==> config.mk <==
export PLATFORM = sky130hd
export DESIGN_NAME = reg_file_sb
export DESIGN_NICKNAME = d
export VERILOG_FILES = /design/src/rtl/rf_pkg.sv /design/src/rtl/rf_scoreboard.sv /design/src/rtl/reg_file_sb.sv
export SDC_FILE = /design/constraint.sdc
export NUM_CORES = 2
export LEC_CHECK = 0
export ABC_AREA = 0
export ABC_CLOCK_PERIOD_IN_PS = 2300
export BUFFER_PORTS_ARGS = -buffer_cell sky130_fd_sc_hd__buf_2
export CORE_MARGIN = 2
export CORE_UTILIZATION = 63
export DETAILED_ROUTE_END_ITERATION = 8
export GPL_ROUTABILITY_DRIVEN = 0
export PLACE_DENSITY = 0.85
export SLEW_MARGIN = 40
export SYNTH_ARGS = -nofsm -noshare
export SYNTH_HDL_FRONTEND = slang
export SYNTH_SLANG_ARGS = --single-unit
==> constraint.sdc <==
create_clock -name clk -period 2.3 [get_ports clk]
set_clock_uncertainty 0.15 [all_clocks]
set_input_delay 0.46 -clock clk [delete_from_list [all_inputs] [get_ports clk]]
set_output_delay 0.46 -clock clk [all_outputs]
set_load 0.005 [all_outputs]
==> src/rtl/rf_pkg.sv <==
// Shared widths, read-port request type and parity helper for the register file.
package rf_pkg;

  localparam int unsigned RF_DATA_W  = 32;
  localparam int unsigned RF_ADDR_W  = 5;
  localparam int unsigned RF_PAR_MAX = 64;

  // Address field is RF_ADDR_W wide; ADDR_W above RF_ADDR_W is not supported.
  typedef struct packed {
    logic                 en;
    logic [RF_ADDR_W-1:0] addr;
  } rd_req_t;

  // Even parity: stored bit makes the total count of ones even.
  function automatic logic rf_parity(input logic [RF_PAR_MAX-1:0] d);
    return ^d;
  endfunction

endpackage

==> src/rtl/rf_scoreboard.sv <==
// Per-register busy scoreboard: issue sets, write-back clears, issue wins a tie.
module rf_scoreboard #(
  parameter int unsigned ADDR_W   = 5,
  parameter bit          ZERO_REG = 1'b1,
  localparam int unsigned DEPTH   = 2 ** ADDR_W
) (
  input  logic              clk,
  input  logic              rst_n,
  input  logic              iss_en,
  input  logic [ADDR_W-1:0] iss_addr,
  input  logic              wr_en,
  input  logic [ADDR_W-1:0] wr_addr,
  output logic [DEPTH-1:0]  busy_vec,
  output logic [DEPTH-1:0]  busy_next
);

  logic [DEPTH-1:0] busy_q;
  logic [DEPTH-1:0] set_vec;
  logic [DEPTH-1:0] clr_vec;

  always_comb begin
    set_vec = iss_en ? (DEPTH'(1) << iss_addr) : '0;
    clr_vec = wr_en  ? (DEPTH'(1) << wr_addr)  : '0;
    if (ZERO_REG) set_vec[0] = 1'b0;
    busy_next = set_vec | (busy_q & ~clr_vec);
  end

  always_ff @(posedge clk or negedge rst_n) begin
    if (!rst_n) busy_q <= '0;
    else        busy_q <= busy_next;
  end

  assign busy_vec = busy_q;

endmodule

==> src/rtl/reg_file_sb.sv <==
// Multi-port register file with registered write-first reads and busy scoreboard.
// Optional storage parity and sticky parity_err when RF_PARITY_EN is defined.
module reg_file_sb
  import rf_pkg::*;
#(
  parameter int unsigned DATA_W   = RF_DATA_W,
  parameter int unsigned ADDR_W   = RF_ADDR_W,
  parameter int unsigned NUM_RD   = 2,
  parameter bit          ZERO_REG = 1'b1,
  localparam int unsigned DEPTH   = 2 ** ADDR_W
) (
  input  logic                     clk,
  input  logic                     rst_n,
  input  logic [NUM_RD-1:0]        rd_en,
  input  logic [NUM_RD*ADDR_W-1:0] rd_addr,
  output logic [NUM_RD*DATA_W-1:0] rd_data,
  output logic [NUM_RD-1:0]        rd_rdy,
  input  logic                     wr_en,
  input  logic [ADDR_W-1:0]        wr_addr,
  input  logic [DATA_W-1:0]        wr_data,
  input  logic                     iss_en,
  input  logic [ADDR_W-1:0]        iss_addr,
  output logic [DEPTH-1:0]         busy_vec
`ifdef RF_PARITY_EN
  ,
  output logic                     parity_err
`endif
);

  logic [DATA_W-1:0]        mem_q [DEPTH];
  logic [DEPTH-1:0]         busy_next;
  logic                     wr_ok;
  rd_req_t                  req [NUM_RD];
  logic [NUM_RD*DATA_W-1:0] data_d;
  logic [NUM_RD-1:0]        rdy_d;
  logic [ADDR_W-1:0]        ra;
  logic                     zero_hit;
  logic                     byp_hit;
`ifdef RF_PARITY_EN
  logic [DEPTH-1:0]         par_q;
  logic                     par_hit;
`endif

  rf_scoreboard #(
    .ADDR_W   (ADDR_W),
    .ZERO_REG (ZERO_REG)
  ) u_scoreboard (
    .clk       (clk),
    .rst_n     (rst_n),
    .iss_en    (iss_en),
    .iss_addr  (iss_addr),
    .wr_en     (wr_en),
    .wr_addr   (wr_addr),
    .busy_vec  (busy_vec),
    .busy_next (busy_next)
  );

  assign wr_ok = wr_en && !(ZERO_REG && (wr_addr == '0));

  always_comb begin
    for (int p = 0; p < NUM_RD; p++) begin
      req[p].en   = rd_en[p];
      req[p].addr = RF_ADDR_W'(rd_addr[p*ADDR_W +: ADDR_W]);
    end
  end

  always_comb begin
    data_d   = rd_data;
    rdy_d    = rd_rdy;
    ra       = '0;
    zero_hit = 1'b0;
    byp_hit  = 1'b0;
`ifdef RF_PARITY_EN
    par_hit  = 1'b0;
`endif
    for (int p = 0; p < NUM_RD; p++) begin
      ra       = ADDR_W'(req[p].addr);
      zero_hit = ZERO_REG && (ra == '0);
      byp_hit  = wr_en && (wr_addr == ra);
      if (req[p].en) begin
        if (zero_hit)     data_d[p*DATA_W +: DATA_W] = '0;
        else if (byp_hit) data_d[p*DATA_W +: DATA_W] = wr_data;
        else              data_d[p*DATA_W +: DATA_W] = mem_q[ra];
        // Readiness reflects the scoreboard after this edge's issue/write-back.
        rdy_d[p] = zero_hit || !busy_next[ra];
`ifdef RF_PARITY_EN
        if (!zero_hit && !byp_hit &&
            (rf_parity(RF_PAR_MAX'(mem_q[ra])) != par_q[ra])) begin
          par_hit = 1'b1;
        end
`endif
      end
    end
  end

  always_ff @(posedge clk or negedge rst_n) begin
    if (!rst_n) begin
      for (int i = 0; i < DEPTH; i++) mem_q[i] <= '0;
    end else if (wr_ok) begin
      mem_q[wr_addr] <= wr_data;
    end
  end

  always_ff @(posedge clk or negedge rst_n) begin
    if (!rst_n) begin
      rd_data <= '0;
      rd_rdy  <= '1;
    end else begin
      rd_data <= data_d;
      rd_rdy  <= rdy_d;
    end
  end

`ifdef RF_PARITY_EN
  always_ff @(posedge clk or negedge rst_n) begin
    if (!rst_n) begin
      par_q      <= '0;
      parity_err <= 1'b0;
    end else begin
      if (wr_ok) par_q[wr_addr] <= rf_parity(RF_PAR_MAX'(wr_data));
      parity_err <= parity_err | par_hit;
    end
  end
`endif

endmodule

After elaboration in Yosys (flattened, before gate mapping)
Index checks and enable logic that the tools add are counted.
Storage, ports and cells
  bits in registers: 1122
  latch bits: 0
  memory bits (writable): 0
  ROM bits: 0
  word-level logic and storage cells: 84
  memories kept: 0
Cells by class
  $add $sub $neg: 0
  multiply operators: 0
  divide/modulo/power cells: 0
  magnitude comparators: 6
  eq/ne operators: 2
  shift operators: 2
  muxes and demuxes: 19
  bitwise gates (word level): 6
  reductions and logical operators: 12
Operators with widths (number)
  $bwmux W1024: 1
  $mux W32: 11
  $bmux W32 S5: 2
  $demux W32 S5: 1
  $shl A1 B5 Y32 const A: 2
  $and A32 B32 Y32: 1
  $not A32 Y32: 1
  $or A32 B32 Y32: 1
  $ge A6 B6 Y1 const B: 3
  $not A5 Y6: 3
  $logic_not A5 Y1: 3
  $lt A5 B6 Y1 const B: 2
  $bmux W1 S5: 2
  $eq A5 B5 Y1: 2
  $lt A6 B1 Y1 const B: 1
  $logic_and A1 B1 Y1: 4
  $logic_not A1 Y1: 3
  $logic_or A1 B1 Y1: 2
  $mux W1: 2

Logic depth before layout (Yosys ltp)
  word-level depth: 9
  gate-level depth with buffers: 11
  mapped depth without buffers: 7

By module
A second synthesis with hierarchy kept.
Unflattened totals
  cell total of the unflattened synthesis: 3773
  area, all modules: 58783.9 µm²
Modules (own cells, without submodules)
  reg_file_sb: instances 1, cells each 3634, area each 57395.0 µm², seq. area each 27278.7 µm²
  rf_scoreboard: instances 1, cells each 139, area each 1388.8 µm², seq. area each 800.8 µm²

Worst setup path after synthesis
Ideal clock, no wire load.
  kind: input to register
  start: in rd_addr[1]
  end: reg rd_data[27]
  library setup time: 0.126 ns
  arrival: 2.286 ns
  slack: -0.262 ns
  cell stages on the path: 10
  path buffers: 4
  cells stage by stage: buf_2 -> buf_2 -> buf_2 -> buf_2 -> mux4_2 -> a22oi_1 -> o21ai_0 -> nor2_1 -> a211oi_1 -> a221o_1
Between the ends
  longest elaborated chain between the ends: 6
  elaborated cells on any way between the ends: 9
Ends and longest elaborated chain
  start: declaration: RTL line reg_file_sb.sv:15  | input logic [NUM_RD*ADDR_W-1:0] rd_addr,
  $not A5 Y6 (implied by the code): RTL line reg_file_sb.sv:83  | else data_d[p*DATA_W +: DATA_W] = mem_q[ra];
  $bmux W32 S5: RTL line reg_file_sb.sv:83
  $mux W32 (implied by the code) (2 in series): RTL line reg_file_sb.sv:83
  $mux W32: RTL line reg_file_sb.sv:82  | else if (byp_hit) data_d[p*DATA_W +: DATA_W] = wr_data;
  $mux W32 (*): RTL line reg_file_sb.sv:81  | if (zero_hit) data_d[p*DATA_W +: DATA_W] = '0;
  end signal: assignment: RTL line reg_file_sb.sv:109  | rd_data <= data_d;
  end: declaration: RTL line reg_file_sb.sv:16  | output logic [NUM_RD*DATA_W-1:0] rd_data,
Every way passes the cells marked *; elsewhere a longest branch is shown, timed or not. The select of a mux whose other input is x is not followed.
A chain may end at the register's enable or synchronous reset.

Final worst setup path
  start: reg mem_q[18] (netlist name)
  end: reg rd_data[50]
Between the ends
  longest elaborated chain between the ends: 5
Ends and longest elaborated chain
  start: declaration: RTL line reg_file_sb.sv:30  | logic [DATA_W-1:0] mem_q [DEPTH];
  start signal: indexed assignment: RTL line reg_file_sb.sv:100  | mem_q[wr_addr] <= wr_data;
  $bmux W32 S5: RTL line reg_file_sb.sv:83
  $mux W32 (implied by the code) (2 in series): RTL line reg_file_sb.sv:83
  $mux W32: RTL line reg_file_sb.sv:82
  $mux W32: RTL line reg_file_sb.sv:81
No other way between the ends. The select of a mux whose other input is x is not followed.

==> flow_metrics.tcl <==
set metrics [dict create \
    timing.rr.start "mem_q[18]$_DFFE_PN0P_" \
    coreArea_sq_um 93330 \
    yosysTopAreaCell "dfrtp_1" \
    grt_util_all_layers_pct 42.62 \
    ant_nets 0 \
    htreeDepth 3 \
    initialDrtViolationCount 6558 \
    num_io_pins 156 \
    num_rows 112 \
    p_seq_share_pct 45.4 \
    fillCellCount 5263 \
    synthDistinctLibCells 59 \
    syn-num-nets 4337 \
    antenna_found_initial 28 \
    grt_pass1_wl_mm 305.3 \
    start_util_pct 63.64 \
    utilization_pct 74.75 \
    total_power_mw 58.98 \
    clock_path_buffers 3 \
    power.leakage_nw 31.20 \
    drive_above_1_share_pct 49.23 \
    drc 0 \
    period_share_pct 97.10 \
    first_pass_iters 8 \
    area_growth_pct 17.46 \
    cts_sinks 1122 \
    combPwrFrac_pct 21.8 \
    cts-root-buf "clkbuf_16" \
    dp_hpwl_mm 132.4 \
    crit_start "mem_q[18]$_DFFE_PN0P_" \
    path_class "flip-flop to flip-flop" \
    die_x_um 311.1 \
    crit_fanout 3 \
    setup_viol 0 \
    hold_viol 0 \
    grt_pass1_vias 46629 \
    multiInputGateArea_sq_um 29500 \
    crit_arrival_ns 2.70 \
    critical_path_required_ns 2.76 \
    viasPerCell 7.550 \
    min_path_type "primary input to async pin" \
    io_buffers 155 \
    start_kind "flip-flop" \
    nets 4655 \
    async_reset_ff_share_pct 100.0 \
    syn_area_sq_um 59400 \
    synth_cells 4279 \
    yosysSeqAreaShare_pct 47.27 \
    synth-edff-count 0 \
    end_kind "flip-flop" \
    regArea_sq_um 28080 \
    avgSynthCellArea_sq_um 13.88 \
    ys_top_cells_by_area "dfrtp_1 (47%), mux2_2 (19%), mux4_2 (14%)" \
    vias 44991 \
    wl_per_cell_um 34.60 \
    cts_buffers 110 \
    drv_cap 0 \
    path_clk_slew_ns 0.07 \
    setup_slack_ns 0.06665 \
    clk_latency_ns 0.73 \
    instances_no_fill 5959 \
    p_clk_share_pct 32.9 \
    slew_viol_final 0 \
    placedInstanceArea_sq_um 65860 \
    min_period_ns 2.233 \
    top_layer_used "met5" \
    grt-ovfl-total 0 \
    ys_seq_elements 1122 \
    cts_tree "yes" \
    wl_met1_mm 69.13 \
    switchingPower_mw 16.95 \
    preCtsSetupSlack_ns -0.4968 \
    design_area_sq_um 69770 \
    fmax_ghz 0.4478 \
    whs_ns 0.1415 \
    grt_max_degree 81 \
    synth_flop_cell "dfrtp_1" \
    post_cts_buffers 0 \
    p_per_area_nw_per_um2 845.4 \
    internal-power_mw 42.03 \
    slew_headroom_pct 36.64 \
    synth_top_cell_area_share_pct 47.19 \
    die-area_sq_um 96750 \
    worstMarginPinSlew_ns 0.9504 \
    dr_wl_met2_mm 87.84 \
    wl_met3_mm 31.43 \
    wl_mm 206.2 \
    tns_ns 0 \
    ir_drop_uv 952.2 \
    dp_cells 5738 \
    die_h_um 311.1 \
    switching_share_pct 28.74 \
    rsz0062_at_grt "false" \
    synth_warnings 0 \
    status "complete, no violations" \
]
-- final timing paths --
kind | slack, ns | end | depth (start not counted)
max in group asynchronous | 0.97 | mem_q[245]$_DFFE_PN0P_ | 3
setup reg to reg | 0.07 | rd_data[50]$_DFFE_PN0P_ | 8
min in group clk | 0.16 | u_scoreboard.busy_vec[28]$_DFF_PN0_ | 4
setup / recovery | 0.07 | rd_data[50]$_DFFE_PN0P_ | 8
hold reg to reg | 0.25 | mem_q[1022]$_DFFE_PN0P_ | 0
hold / removal | 0.14 | mem_q[586]$_DFFE_PN0P_ | 2
-- synthesized netlist by cell type (all sizes together) (20+ instances only) --
library cell and count:
dfrtp 1120, mux2 1025, mux2i 390, mux4 358
clkbuf 299, buf 180, a221oi 159, o21ai 154
nor2 104, nand2 103, a22oi 79, a221o 50
a211oi 33, nand2b 29, a21oi 25, nand3 24
a31oi 20
-- power by group through the flow --
stage	registers (mW)	logic, mW	clock network [mW]
floorplan	25.6	8.68	0
global placement	26.4	11.8	0
detailed placement	26.8	12.3	0
CTS	26.6	12.6	19.3
global route	27.1	13.5	20.2
finish	26.8	12.8	19.4
-- flip-flops by register name, summed over array words and instances, names as in the netlist --
name and flops:
mem_q 1024, rd_data 64, rd_rdy 2, u_scoreboard.busy_vec 32
-- critical path, cell delays in order (launching register included) --
cell	delay (ns)
dfrtp_1	0.40
mux4_2	0.47
nand2b_1	0.15
a21oi_1	0.14
buf_4	0.15
o21ai_0	0.07
nand2_1	0.10
a31oi_1	0.13
a221o_1	0.36
-- cell type report --
cell class,count,share of cell area (%)
multi-input cells,2663,42.28
flip-flops and latches,1122,40.25
repair buffers,685,9.575
clock buffers,162,4.688
well taps,1254,2.249
clock inverters,37,0.7945
inverters,15,0.08608
diodes,21,0.07532
-- metal layers --
layer / GRT usage (%) / vias to the layer above
met2: 60.99 / 3919
met3: 16.56 / 1276
li1: - / 17096
met1: 53.45 / 22682
met4: 29.86 / 18
met5: 0 / -
-- cell families after synthesis --
logic type / synth area share [%]
buf+inv: 3.499
xor+xnor: 0.1475
flops: 47.27
simple gates: 2.524
compound gates: 6.977
mux: 39.58
-- what timing repair did --
item / in CTS / in global routing
endpoints found under the setup margin: 0 / 3
gates resized for setup: 0 / 3
hold endpoints to repair: 353 / 0
hold buffers: 1 / 0
-- cell usage in the layout, fill, tap and decap left out, types with 33 or more instances in the layout --
| cell | instances |
|---|---|
| dfrtp_1 | 1120 |
| mux2_2 | 1024 |
| mux2i_1 | 390 |
| buf_4 | 382 |
| mux4_2 | 358 |
| a221oi_1 | 157 |
| buf_12 | 148 |
| buf_2 | 146 |
| o21ai_0 | 140 |
| clkbuf_16 | 112 |
| nand2_1 | 92 |
| nor2_1 | 84 |
| a22oi_1 | 79 |
| a221o_1 | 50 |
| a211oi_1 | 33 |
Note: power is estimated with default switching activity, not from simulation.
